### config.mk
export PLATFORM = sky130hd
export DESIGN_NAME = seq_mult_hs_flat
export DESIGN_NICKNAME = d
export VERILOG_FILES = /design/src/rtl/seq_mult_hs_if.sv /design/src/rtl/seq_mult_hs.sv /design/src/flat_wrapper.sv
export SDC_FILE = /design/constraint.sdc
export NUM_CORES = 1
export LEC_CHECK = 0
export CORE_UTILIZATION = 35
export DETAILED_ROUTE_END_ITERATION = 6
export HOLD_SLACK_MARGIN = 0.02
export PLACE_DENSITY = 0.62
export SKIP_LAST_GASP = 1
export SLEW_MARGIN = 10
export SYNTH_ARGS = -nofsm -noshare
export SYNTH_HDL_FRONTEND = slang
export SYNTH_SLANG_ARGS = --single-unit
### constraint.sdc
create_clock -name clk -period 2.2 [get_ports clk]
set_input_delay 0.44 -clock clk [delete_from_list [all_inputs] [get_ports clk]]
set_output_delay 0.44 -clock clk [all_outputs]
set_load 0.01 [all_outputs]
### src/rtl/seq_mult_hs_if.sv
// Operand/result handshake bundle for seq_mult_hs. The master is the producer/consumer side.
// The slave is the multiplier itself.
interface seq_mult_hs_if #(
  parameter int WIDTH = 8
);
  logic                   in_valid;
  logic                   in_ready;
  logic [WIDTH-1:0]       a;
  logic [WIDTH-1:0]       b;
  logic                   signed_mode;
  logic                   out_valid;
  logic                   out_ready;
  logic [2*WIDTH-1:0]     product;
  logic                   busy;

  modport master (
    output in_valid, a, b, signed_mode, out_ready,
    input  in_ready, out_valid, product, busy
  );

  modport slave (
    input  in_valid, a, b, signed_mode, out_ready,
    output in_ready, out_valid, product, busy
  );
endinterface

### src/rtl/seq_mult_hs.sv
// Iterative shift-and-add multiplier with valid/ready handshakes, optional signed mode
// and early exit once the remaining multiplier bits are all zero.
module seq_mult_hs #(
  parameter int WIDTH     = 8,
  parameter bit SIGNED_EN = 1'b1
) (
  input  logic              clk,
  input  logic              rst,
  seq_mult_hs_if.slave      bus,
  output logic [1:0]        state_dbg
);
  localparam int PW = 2 * WIDTH;

  typedef enum logic [1:0] {
    IDLE = 2'd0,
    RUN  = 2'd1,
    DONE = 2'd2
  } state_t;

  state_t          state, state_nx;
  logic [PW-1:0]   mcand, mcand_nx;
  logic [PW-1:0]   acc, acc_nx;
  logic [PW-1:0]   product_r, product_nx;
  logic [WIDTH-1:0] mplr, mplr_nx;
  logic            neg, neg_nx;
  logic            out_valid_r, out_valid_nx;
  logic            sm;
  logic [WIDTH-1:0] a_mag, b_mag;

  // Handshakes: a transfer happens on a rising edge where valid && ready are both high.
  // in_ready depends only on state; out_valid/product stay stable until out_ready is seen.
  assign bus.in_ready  = (state == IDLE);
  assign bus.busy      = (state != IDLE);
  assign bus.out_valid = out_valid_r;
  assign bus.product   = product_r;
  assign state_dbg     = state;

  // Operands are reduced to magnitudes so the loop is purely unsigned.
  always_comb begin
    sm    = bus.signed_mode & SIGNED_EN;
    a_mag = (sm && bus.a[WIDTH-1]) ? (~bus.a + WIDTH'(1)) : bus.a;
    b_mag = (sm && bus.b[WIDTH-1]) ? (~bus.b + WIDTH'(1)) : bus.b;
  end

  always_comb begin
    state_nx     = state;
    mcand_nx     = mcand;
    mplr_nx      = mplr;
    acc_nx       = acc;
    neg_nx       = neg;
    product_nx   = product_r;
    out_valid_nx = out_valid_r;
    case (state)
      IDLE: begin
        if (bus.in_valid) begin
          mcand_nx = PW'(a_mag);
          mplr_nx  = b_mag;
          acc_nx   = '0;
          neg_nx   = sm & (bus.a[WIDTH-1] ^ bus.b[WIDTH-1]);
          state_nx = RUN;
        end
      end
      RUN: begin
        if (mplr == '0) begin
          // A zero magnitude negates to zero, so neg needs no special case.
          product_nx   = neg ? (~acc + PW'(1)) : acc;
          out_valid_nx = 1'b1;
          state_nx     = DONE;
        end else begin
          if (mplr[0]) acc_nx = acc + mcand;
          mcand_nx = mcand << 1;
          mplr_nx  = mplr >> 1;
        end
      end
      DONE: begin
        if (bus.out_ready) begin
          out_valid_nx = 1'b0;
          state_nx     = IDLE;
        end
      end
      default: state_nx = IDLE;
    endcase
  end

  always_ff @(posedge clk) begin
    if (rst) begin
      state       <= IDLE;
      mcand       <= '0;
      mplr        <= '0;
      acc         <= '0;
      neg         <= 1'b0;
      product_r   <= '0;
      out_valid_r <= 1'b0;
    end else begin
      state       <= state_nx;
      mcand       <= mcand_nx;
      mplr        <= mplr_nx;
      acc         <= acc_nx;
      neg         <= neg_nx;
      product_r   <= product_nx;
      out_valid_r <= out_valid_nx;
    end
  end
endmodule

### src/flat_wrapper.sv
// flat-port wrapper written by rule: the top's interface ports become plain ports
module seq_mult_hs_flat 
#(
  parameter int WIDTH     = 8,
  parameter bit SIGNED_EN = 1'b1
)
  (clk, rst, state_dbg, bus_in_valid, bus_a, bus_b, bus_signed_mode, bus_out_ready, bus_in_ready, bus_out_valid, bus_product, bus_busy);
  seq_mult_hs_if #(.WIDTH(WIDTH)) bus_i ();
  input  logic clk;
  input  logic rst;
  output logic [1:0] state_dbg;
  input wire logic [$bits(bus_i.in_valid)-1:0] bus_in_valid;
  input wire logic [$bits(bus_i.a)-1:0] bus_a;
  input wire logic [$bits(bus_i.b)-1:0] bus_b;
  input wire logic [$bits(bus_i.signed_mode)-1:0] bus_signed_mode;
  input wire logic [$bits(bus_i.out_ready)-1:0] bus_out_ready;
  output wire logic [$bits(bus_i.in_ready)-1:0] bus_in_ready;
  output wire logic [$bits(bus_i.out_valid)-1:0] bus_out_valid;
  output wire logic [$bits(bus_i.product)-1:0] bus_product;
  output wire logic [$bits(bus_i.busy)-1:0] bus_busy;
  assign bus_i.in_valid = bus_in_valid;
  assign bus_i.a = bus_a;
  assign bus_i.b = bus_b;
  assign bus_i.signed_mode = bus_signed_mode;
  assign bus_i.out_ready = bus_out_ready;
  assign bus_in_ready = bus_i.in_ready;
  assign bus_out_valid = bus_i.out_valid;
  assign bus_product = bus_i.product;
  assign bus_busy = bus_i.busy;
  seq_mult_hs #(.WIDTH(WIDTH), .SIGNED_EN(SIGNED_EN)) u_core (.clk(clk), .rst(rst), .bus(bus_i), .state_dbg(state_dbg));
endmodule
==> results.toml <==
[place]
post-dp-hpwl_um = 6920
dpl_cell_area_um2 = 4450
numPortBuffers = 41
gp_congestion = 0.852

[flow_run]
max_cap_violations = 0

[final_layout]
final_nets = 571
nFillCells = 1025
drive_gt1_frac = 0.166
final_common_cell = "nor2_1"
fin_area_um2 = 4750
area_growth_pct = 27.9
n_antenna_cell = 0
final_cell_mix = "nor2_1, dfxtp_1, a21oi_1"
final_util = 0.460

[logic_synthesis]
syn_area_per_cell_um2 = 8.06
syn_inst = 461
syn-num-nets = 501
synth_edf_count = 0
yosys.area.top_type = "dfxtp_1"
synth_area_um2 = 3710
async_flop_share = 0
ys_top_cells_by_area = "dfxtp_1, a21oi_1, ha_1"
yosys_warnings = 0
yosysSeqAreaShare = 0.323
synth_top_area_share = 0.323
synth_cell_types = 62
ys_ff_latch = 60
dominantRegCellSynth = "dfxtp_1"

[drt]
vias = 3483
ant_nets = 0
dr.pass1.iters = 4
vias_per_cell = 5.18
drcViolationCount = 0
wire_per_inst_um = 13.3
drtIter0Drc = 185
wirelength_um = 8960

[sta]
rsz0062_at_grt = "yes"
hold_viol = 0
setup_violations = 0
slew_viol_final = 0
period_share = 0.997
fmax_mhz = 456
slew_headroom = 0.533
fin_crit_ps = 2190
clock_skew_ps = 17.6
worst_pin_slew_ps = 697

[global_routing]
antenna_found_initial = 0
grt_pass1_wl_um = 14800
grt_pass1_vias = 3174
grt_usage = 0.168
grt_max_degree = 32
grt_overflow = 0

[clocking]
clockBufferDepth = 2
cts_buffers = 9
holdBufCountCts = 0
path_clk_slew_ps = 80
cts_sinks = 60
insertion_delay_ps = 340
htreeDepth = 3
cts_tree = "built"
root_buffer = "clkbuf_8"

[die]
core_area_um2 = 10300
die_area_um2 = 11000
start_util = 0.360
rows = 37
io_pins = 42
die_width_um = 105
die_h_um = 105

[worst_setup_path]
cp.arrival_ps = 2410
required_ps = 2420
crit_path_start_kind = "flop"
worst_setup_path_end_kind = "flop"
worstPathMaxFanout = 3
worst-setup-path-type = "reg -> reg"

[power]
powerDensity_nw_per_um2 = 701
p_total_w = 0.00333
peakVddDrop_mv = 0.260
p_leak_nw = 1.87

[run_status]
status = "complete, no violations"

[worst_hold_path]
min_path_type = "in -> reg"
[stage by stage]
| step | std cells | hold slack, ps | worst slack [ps] | setup TNS (ps) |
|---|---|---|---|---|
| floorplan | 461 | 440 | 21.7 | 0 |
| global placement | 653 | 452 | -103 | -445 |
| detailed placement | 653 | 456 | -123 | -665 |
| CTS | 670 | 408 | -30.4 | -51.7 |
| global route | 672 | 443 | -65.9 | -123 |
| finish | 672 | 433 | 7.56 | 0 |
[cell usage after synthesis, types with 4 or more instances]
cell type  instances
dfxtp_1           60
nor2_1            60
a21oi_1           45
nand2_1           39
a211oi_1          24
nand3_1           19
ha_1              18
inv_1             18
xnor2_1           17
o21ai_0           15
xor2_1            12
clkbuf_1          11
a21o_1             7
nand4_1            6
nor3_1             6
o211ai_1           6
a22oi_1            5
a31oi_1            5
clkbuf_8           5
or3_1              5
a311oi_1           4
buf_2              4
buf_4              4
nand2b_1           4
nor2b_1            4
or4_1              4
[timing repair]
item	in CTS	in global routing
setup buffers	1	2
pin swaps	2	3
gates resized for setup	2	12
endpoints found under the setup margin	3	7
[report_power, final]
part | switching [W] | internal [W]
Sequential | 0.0000811 | 0.00120
Combinational | 0.000504 | 0.000437
Clock | 0.000471 | 0.000640
Total | 0.00106 | 0.00227
[flip-flops by register name, indices dropped and copies added (netlist names)]
name,flops
u_core.acc,16
u_core.bus.product,16
u_core.mcand,16
u_core.mplr,8
u_core.state_dbg,2
u_core.bus.out_valid,1
u_core.neg,1
[layout make-up]
class	count	area [um^2]	share of cell area
multi-input combinational	357	2320	0.489
sequential	60	1210	0.254
timing repair buffer	85	761	0.160
tap	136	170	0.0358
clock buffer	9	124	0.0261
clock inverter	7	98.8	0.0208
inverter	18	67.6	0.0142
[worst paths after layout]
check	depth (start not counted)	start	to	slack, ps
max	9	u_core.acc[0]	u_core.acc[14]	8
min	2	rst	u_core.bus.product[1]	430
min reg2reg	2	u_core.bus.product[0]	u_core.bus.product[0]	460
max reg2reg	9	u_core.acc[0]	u_core.acc[14]	8
[layer usage]
metal	vias to the layer above	wire length, um	GRT usage
met2	70	4010	0.269
met3	13	299	0.0268
met4	0	150	0.0694
li1	1804	-	-
met5	-	0	0
met1	1596	4500	0.223
[critical path, stage by stage, from the launching register on]
cell     delay (ps)
dfxtp_2         340
ha_4            160
inv_1            60
fa_2            200
nor2b_2          50
o21a_1          190
o21ai_1         200
a21oi_1         130
or4_1           490
a32o_1          250
[kinds of logic (layout without fill, tap and decap cells)]
logic type      after synthesis  in the layout  synth area share
compound gates              136            136             0.243
xor+xnor                     29             29            0.0684
fa+ha+maj                    19             19            0.0660
buf+inv                      44            119            0.0637
flops                        60             60             0.323
mux                           2              2           0.00539
simple gates                171            171             0.230
Power figures use the tool's default switching activity.
